--- config.mk ---
export PLATFORM = sky130hd
export DESIGN_NAME = bin2bcd_seq
export DESIGN_NICKNAME = d
export VERILOG_FILES = /design/src/rtl/bin2bcd_seq.sv
export SDC_FILE = /design/constraint.sdc
export NUM_CORES = 1
export LEC_CHECK = 0
export BUFFER_PORTS_ARGS = -buffer_cell sky130_fd_sc_hd__buf_2
export CAP_MARGIN = 20
export CORE_MARGIN = 1
export CORE_UTILIZATION = 60
export CTS_CLUSTER_DIAMETER = 40
export CTS_CLUSTER_SIZE = 24
export DETAILED_ROUTE_END_ITERATION = 10
export PLACE_DENSITY = 0.91
export SLEW_MARGIN = 25
export SYNTH_ARGS = -nofsm -noshare
export SYNTH_HDL_FRONTEND = slang
export SYNTH_SLANG_ARGS = --single-unit
--- constraint.sdc ---
create_clock -name clk -period 2.9 [get_ports clk]
set_input_delay 0.145 -clock clk [delete_from_list [all_inputs] [get_ports clk]]
set_output_delay 0.145 -clock clk [all_outputs]
set_load 0.005 [all_outputs]
--- src/rtl/bin2bcd_seq.sv ---
// Sequential binary-to-BCD converter (double dabble, one bit per enabled clock)
// with sign handling, saturating overflow and active-low 7-segment decode.
//
// state   | meaning
// IDLE    | waiting for start; outputs hold the last result
// CONVERT | one double-dabble step per enabled edge, counter counts down to 0
module bin2bcd_seq #(
  parameter int WORD_LENGTH = 8,
  parameter int DIGITS      = 3,
  parameter int SIGNED      = 1
) (
  input  logic                   clk,
  input  logic                   reset,
  input  logic                   enable,
  input  logic                   start,
  input  logic [WORD_LENGTH-1:0] bin,
  output logic [4*DIGITS-1:0]    bcd,
  output logic [7*DIGITS-1:0]    seg,
  output logic                   sign,
  output logic                   overflow,
  output logic                   busy,
  output logic                   done
);

  localparam int CW = $clog2(WORD_LENGTH + 1);
  localparam int BW = 4 * DIGITS;

  typedef enum logic {IDLE = 1'b0, CONVERT = 1'b1} state_t;

  state_t state_q;
  state_t state_d;

  logic [CW-1:0]          cnt_q;
  logic [BW-1:0]          acc_q;
  logic [WORD_LENGTH-1:0] mag_q;
  logic                   ovf_acc_q;
  logic                   sign_acc_q;

  logic [BW-1:0]          bcd_q;
  logic                   sign_q;
  logic                   overflow_q;
  logic                   done_q;

  logic                   load;
  logic                   step;
  logic                   last_step;

  logic                   neg_in;
  logic [WORD_LENGTH-1:0] mag_in;
  logic [BW-1:0]          acc_adj;
  logic [BW-1:0]          acc_next;
  logic [WORD_LENGTH-1:0] mag_next;
  logic                   lost_bit;
  logic                   ovf_next;

  function automatic logic [6:0] seg7(input logic [3:0] d);
    logic [6:0] s;
    case (d)
      4'd0:    s = 7'b1000000;
      4'd1:    s = 7'b1111001;
      4'd2:    s = 7'b0100100;
      4'd3:    s = 7'b0110000;
      4'd4:    s = 7'b0011001;
      4'd5:    s = 7'b0010010;
      4'd6:    s = 7'b0000010;
      4'd7:    s = 7'b1111000;
      4'd8:    s = 7'b0000000;
      4'd9:    s = 7'b0010000;
      default: s = 7'b1111111;
    endcase
    return s;
  endfunction

  // State register
  always_ff @(posedge clk or posedge reset) begin
    if (reset) begin
      state_q <= IDLE;
    end else if (enable) begin
      state_q <= state_d;
    end
  end

  // Next-state logic
  always_comb begin
    state_d = state_q;
    case (state_q)
      IDLE:    if (start)     state_d = CONVERT;
      CONVERT: if (last_step) state_d = IDLE;
      default:                state_d = IDLE;
    endcase
  end

  // FSM outputs and datapath controls
  always_comb begin
    busy      = (state_q == CONVERT);
    load      = (state_q == IDLE) && start;
    step      = (state_q == CONVERT);
    last_step = (cnt_q == CW'(1));
  end

  // Magnitude of a two's-complement input; the most negative value maps to
  // 2^(WORD_LENGTH-1), which still fits WORD_LENGTH unsigned bits.
  always_comb begin
    neg_in = (SIGNED != 0) && bin[WORD_LENGTH-1];
    mag_in = neg_in ? ((~bin) + {{(WORD_LENGTH-1){1'b0}}, 1'b1}) : bin;
  end

  // One double-dabble step; the bit shifted out of the top digit marks overflow.
  always_comb begin
    acc_adj = acc_q;
    for (int i = 0; i < DIGITS; i++) begin
      if (acc_q[4*i +: 4] >= 4'd5) begin
        acc_adj[4*i +: 4] = acc_q[4*i +: 4] + 4'd3;
      end
    end
    {lost_bit, acc_next, mag_next} = {acc_adj, mag_q, 1'b0};
    ovf_next = ovf_acc_q | lost_bit;
  end

  always_ff @(posedge clk or posedge reset) begin
    if (reset) begin
      cnt_q      <= '0;
      acc_q      <= '0;
      mag_q      <= '0;
      ovf_acc_q  <= 1'b0;
      sign_acc_q <= 1'b0;
      bcd_q      <= '0;
      sign_q     <= 1'b0;
      overflow_q <= 1'b0;
      done_q     <= 1'b0;
    end else if (enable) begin
      done_q <= 1'b0;
      if (load) begin
        cnt_q      <= CW'(WORD_LENGTH);
        acc_q      <= '0;
        mag_q      <= mag_in;
        ovf_acc_q  <= 1'b0;
        sign_acc_q <= neg_in;
      end else if (step) begin
        cnt_q     <= cnt_q - CW'(1);
        acc_q     <= acc_next;
        mag_q     <= mag_next;
        ovf_acc_q <= ovf_next;
        if (last_step) begin
          bcd_q      <= ovf_next ? {DIGITS{4'h9}} : acc_next;
          sign_q     <= sign_acc_q;
          overflow_q <= ovf_next;
          done_q     <= 1'b1;
        end
      end
    end
  end

  // Segment codes are decoded straight from the registered BCD result.
  always_comb begin
    seg = '0;
    for (int i = 0; i < DIGITS; i++) begin
      seg[7*i +: 7] = seg7(bcd_q[4*i +: 4]);
    end
  end

  assign bcd      = bcd_q;
  assign sign     = sign_q;
  assign overflow = overflow_q;
  assign done     = done_q;

endmodule

== Word level (Yosys, flattened, before mapping) ==
Memory sizes are Yosys's and may differ from the RTL's.
Index checks and enable logic that the tools add are counted.

* Flip-flop bits (word level): 42
* Bits in latches: 0
* RAM bits: 0
* ROM bits: 336
* Logic and storage cells: 50
* Memories kept: 3

{| class="wikitable"
|+ Memories
! memory !! depth !! bits a word !! rd ports !! clocked after Yosys merged registers in !! wr ports !! line !! text
|-
| (name not given) || 16 || 7 || 1 || 0 || 0 || 58 || <nowiki>case (d)</nowiki>
|-
| (name not given) || 16 || 7 || 1 || 0 || 0 || 58 ||
|-
| (name not given) || 16 || 7 || 1 || 0 || 0 || 58 ||
|}

* Add/sub/neg operators: 5
* Multiply operators: 0
* Divide/modulo/power cells: 0
* Order comparisons: 3
* Equality and inequality tests: 1
* Shifts and indexed selects: 0
* Multiplexer cells: 19
* Bitwise gates (word level): 4
* Reductions and logical operators: 5

{| class="wikitable"
|+ Operators by type and width
! kind !! number
|-
| $mux 12 || 3
|-
| $mux 8 || 3
|-
| $mux 4 || 5
|-
| $add 4x2->4 const B || 3
|-
| $ge 4x3->1 const B || 3
|-
| $add 8x1->8 const B || 1
|-
| $not 8->8 || 1
|-
| $mux 1 || 7
|-
| $eq 4x1->1 const B || 1
|-
| $reduce_and 2->1 || 2
|-
| $reduce_and 4->1 || 1
|-
| $sub 4x1->4 const B || 1
|-
| $not 1->1 || 2
|-
| $pmux 1 s2 || 1
|-
| $reduce_bool 2->1 || 1
|-
| $logic_and 1x1->1 || 1
|-
| $or 1x1->1 || 1
|}

== Logic depth before layout (Yosys ltp) ==
* Word-level depth: 5
* Mapped depth: 7

== Least setup slack after synthesis ==
No wires, ideal clock.

* Kind: reg2reg
* Start point: register acc_q[8]
* End point: register bcd_q[3], in the netlist bcd[3]
* Setup time: 82 ps
* Arrival time: 1550 ps
* Data required time: 2818 ps
* Setup slack: 1268 ps
* Cell stages (with the launch flop): 8
* Path buffers: 1
* Cell sequence: dfrtp_1 -> inv_1 -> ha_1 -> nand2b_1 -> or3b_1 -> and2_2 -> clkbuf_1 -> a31oi_1

* Cells in the longest elaborated chain, start to end: 4
* Elaborated cells between the ends (all ways): 5
* Those cells by class: 1 x add/sub; 1 x order compare; 2 x mux; 1 x bitwise

{| class="wikitable"
|+ Ends and longest elaborated chain
! element !! line !! text
|-
| start: declaration || 34 || <nowiki>logic [BW-1:0] acc_q;</nowiki>
|-
| start signal: assignment || 141 || <nowiki>acc_q <= acc_next;</nowiki>
|-
| $add 4x2->4 / $ge 4x3->1 (equally long branches) || 113, 112 ||
|-
| $mux 4 * || 112 || <nowiki>if (acc_q[4*i +: 4] >= 4'd5) begin</nowiki>
|-
| $or 1x1->1 * || 117 || <nowiki>ovf_next = ovf_acc_q | lost_bit;</nowiki>
|-
| $mux 12 * || 145 || <nowiki>bcd_q <= ovf_next ? {DIGITS{4'h9}} : acc_next;</nowiki>
|-
| end signal: assignment || 145 ||
|-
| end: declaration || 39 || <nowiki>logic [BW-1:0] bcd_q;</nowiki>
|}

Mark *: on every way between the ends. The rest lies on a longest branch, timed or not.
A chain may end at the register's enable or synchronous reset.

== Worst setup path after layout ==
* Start point: register state_q, in the netlist busy
* End point: register bcd_q[2], in the netlist bcd[2]

* Cells in the longest elaborated chain, start to end: 4

{| class="wikitable"
|+ Ends and longest elaborated chain
! element !! line !! text
|-
| start: declaration || 30 || <nowiki>state_t state_q;</nowiki>
|-
| start signal: assignment || 79 || <nowiki>state_q <= state_d;</nowiki>
|-
| $not 1->1 || 96 || <nowiki>load = (state_q == IDLE) && start;</nowiki>
|-
| $logic_and 1x1->1 || 96 ||
|-
| $not 1->1 (no line) || n/a ||
|-
| $reduce_and 4->1 (no line) * || n/a ||
|}

Marked as above.

==> flow_metrics.env <==
export IMPL_status="complete, but fails checks"
export IMPL_failed_checks="negative hold slack"
export IMPL_num_rows=24
export IMPL_clock_latency_ns=0.30
export IMPL_hp_class="input pin to async pin"
export IMPL_overflow=0
export IMPL_io_pins=49
export IMPL_antenna_found_initial=0
export IMPL_fmax_mhz=519
export IMPL_synth_compound_area_frac=0.204
export IMPL_maxCapViolations=0
export IMPL_cts_buffer_depth=2
export IMPL_avgSynthCellArea_sq_um=8.72
export IMPL_cts_resized=0
export IMPL_hold_violations=1
export IMPL_drt_iter0_markers=82
export IMPL_gp_congestion=0.820
export IMPL_use_met3=0.0409
export IMPL_wirelength_mm=5.42
export IMPL_htreeDepth=2
export IMPL_drtAntennaViolNets=0
export IMPL_synthSimpleGateAreaFrac=0.178
export IMPL_synthFlopType="dfrtp_1"
export IMPL_synth_warnings=0
export IMPL_yosysMostFrequentCell="dfrtp_1"
export IMPL_reg2reg_depth=3
export IMPL_synth_area_leaders="dfrtp_1 39%, ha_1 11%, a21oi_1 5.2%"
export IMPL_cts_sinks=42
export IMPL_cts_root_buf="clkbuf_8"
export IMPL_rsz0062_at_grt="false"
export IMPL_via_count=2346
export IMPL_ys_types=43
export IMPL_ys_seq_elements=42
export IMPL_p_per_area_mw_per_mm2=1080
export IMPL_core_sq_mm=0.00435
export IMPL_worstSetupEndpoint="bcd[2]"
export IMPL_synth_area_leader_cell="dfrtp_1"
export IMPL_setup_ws_ns=0.971
export IMPL_die_w_um=69.1
export IMPL_syn_inst=310
export IMPL_timing_rr_end="bcd[2]"
export IMPL_dp_hpwl_mm=4.10
export IMPL_synth_top_family_by_area="compound AO/OA/AOI/OAI gates"
export IMPL_tns_ns=0
export IMPL_critPathArrivalTime_ns=2.13
export IMPL_area_growth_pct=12.5
export IMPL_synthMuxAreaShare=0.0278
export IMPL_min_period_ns=1.93
export IMPL_cp_required_ns=3.10
export IMPL_synth_nets=346
export IMPL_r2r_slack_ns=0.97
export IMPL_total_power_mw=3.28
export IMPL_die_h_um=69.1
export IMPL_ys_async_sr_fraction=1.00
export IMPL_final_cells=405
export IMPL_worstPathMaxFanout=18
export IMPL_grt_usage=0.244
export IMPL_synth_edf_count=0
export IMPL_synth_xor_area_frac=0.0259
export IMPL_critical_path_class="flop to flop"
export IMPL_grt_max_degree=25
export IMPL_syn_area_sq_mm=0.00270
export IMPL_clkTransAtPathRegs_ns=0.08
export IMPL_start_util=0.621
export IMPL_dp_slack_ns=0.998
export IMPL_drtPass1Iterations=4
export IMPL_diodes=0
export IMPL_leakage_nw=1.45
export IMPL_synth_seq_area_share=0.389
export IMPL_endpoint_kind="flop"
export IMPL_cts_tree="built"
export IMPL_layout_drive_gt1_share=0.198
export IMPL_final_setup_viol_count=0
export IMPL_hold_worst_slack_ns=-0.000815
export IMPL_yosys_top_cells_count="42 x dfrtp_1, 33 x nand2_1, 28 x a21oi_1, 28 x nor2_1, 27 x o21ai_0"
export IMPL_grt_pass1_wl_mm=9.49
export IMPL_worstMarginPinSlew_ns=0.841
export IMPL_grt_pass1_vias=2147
export IMPL_postCtsSetupRepairBufs=0
export IMPL_use_met1=0.298
export IMPL_viasPerCell=5.79
export IMPL_use_met2=0.431
export IMPL_timing_rr_start="busy"
export IMPL_crit_start="busy"
export IMPL_dieArea_sq_mm=0.00478
export IMPL_hold_buffers=0
export IMPL_numCtsBuffers=5
export IMPL_slew_viol_final=0
export IMPL_dpl_cell_count=397
export IMPL_period_share=0.665
export IMPL_synth_adder_area_share=0.111
export IMPL_finalClockSkew_ns=0.00651
export IMPL_routedWlPerCell_um=13.4
export IMPL_synth_top_area_share=0.389
export IMPL_grt_busiest_layer="met2"
export IMPL_irDropWorstVdd_v=0.000447
export IMPL_num_nets_final=388
export IMPL_start_kind="flop"
export IMPL_port_buffers=48
export IMPL_drc_errors=0
export IMPL_slew_headroom=0.439
-- sequential cells by signal, indices dropped and copies added (netlist names) --
name	count
sign	1
acc_q	12
mag_q	8
sign_acc_q	1
ovf_acc_q	1
bcd	12
overflow	1
done	1
cnt_q	4
busy	1
-- critical path: stages (launching register included) --
cell     delay [ns]
dfrtp_1        0.66
nand2_4        0.20
or4b_4         0.69
o31ai_1        0.28
-- worst min-delay path by stage --
stage / from / to / slack [ns] / cells past startpoint
final: reset / ovf_acc_q / -0.0008 / 2
after detailed placement: reset / cnt_q[1] / 0.35 / 2
after floorplan: bin[0] / mag_q[0] / 0.28 / 1
after global routing: reset / acc_q[9] / 0.07 / 2
after global placement: reset / cnt_q[1] / 0.35 / 2
after CTS: reset / ovf_acc_q / 0.03 / 2
-- through the flow --
| stage | cell area (sq um) | utilization |
|---|---|---|
| floorplan | 2700 | - |
| global placement | 2950 | 0.678 |
| detailed placement | 2950 | 0.678 |
| CTS | 3040 | 0.699 |
| global route | 3040 | 0.699 |
| finish | 3040 | 0.699 |
-- logic make-up (layout without fill, tap and decap cells) --
kind of cell,Yosys count,after routing
flip-flops,42,42
XOR/XNOR,8,8
AO/OA/AOI/OAI,92,92
AND/OR/NAND/NOR,97,97
multiplexers,7,7
adder cells (fa/ha/maj),24,24
buffers and inverters,40,83
-- report_power, final --
part,internal [mW],switching [mW],total (mW)
sequential,0.841,0.332,1.17
combinational,0.808,0.910,1.72
clock,0.192,0.193,0.384
-- per-layer routing --
metal | vias up | share of wire
li1 | 1158 | -
met1 | 1099 | 0.43
met2 | 82 | 0.51
met3 | 7 | 0.054
met4 | 0 | 0.015
met5 | - | 0
-- final cells by class --
type / instances / area, sq um
multi-input cells: 228 / 1490
fillers: 358 / 1310
flip-flops and latches: 42 / 1050
repair buffers: 50 / 255
inverters: 25 / 93.8
clock buffers: 7 / 86.3
well taps: 52 / 65.1
clock inverters: 1 / 5.00
-- layout by cell type, fill, tap and decap left out, drive strengths merged --
| cell type | netlist | routed |
|---|---|---|
| a21boi | 1 | 1 |
| a32oi | 3 | 3 |
| nand3 | 1 | 1 |
| nand4b | 1 | 1 |
| o31ai | 10 | 10 |
| a21oi | 28 | 28 |
| nor3 | 2 | 2 |
| nor3b | 5 | 5 |
| mux2 | 4 | 4 |
| nand4 | 2 | 2 |
| and2 | 1 | 1 |
| nand2 | 34 | 34 |
| xor2 | 2 | 2 |
| nor4 | 1 | 1 |
| or4b | 1 | 1 |
| mux2i | 3 | 3 |
| o21ai | 28 | 28 |
| nor2 | 28 | 28 |
| xnor2 | 6 | 6 |
| or3 | 2 | 2 |
| a22o | 3 | 3 |
| o22ai | 6 | 6 |
| nor2b | 1 | 1 |
| dfrtp | 42 | 42 |
| ha | 24 | 24 |
| clkbuf | 10 | 7 |
| a22oi | 3 | 3 |
| a31oi | 7 | 7 |
| nor4b | 1 | 1 |
| or2 | 3 | 3 |
| nand3b | 3 | 3 |
| o22a | 1 | 1 |
| clkinv | 0 | 1 |
| nand2b | 10 | 10 |
| o21a | 1 | 1 |
| o211ai | 1 | 1 |
| or3b | 1 | 1 |
| inv | 25 | 25 |
| buf | 5 | 50 |
Power figures use the tool's default switching activity.
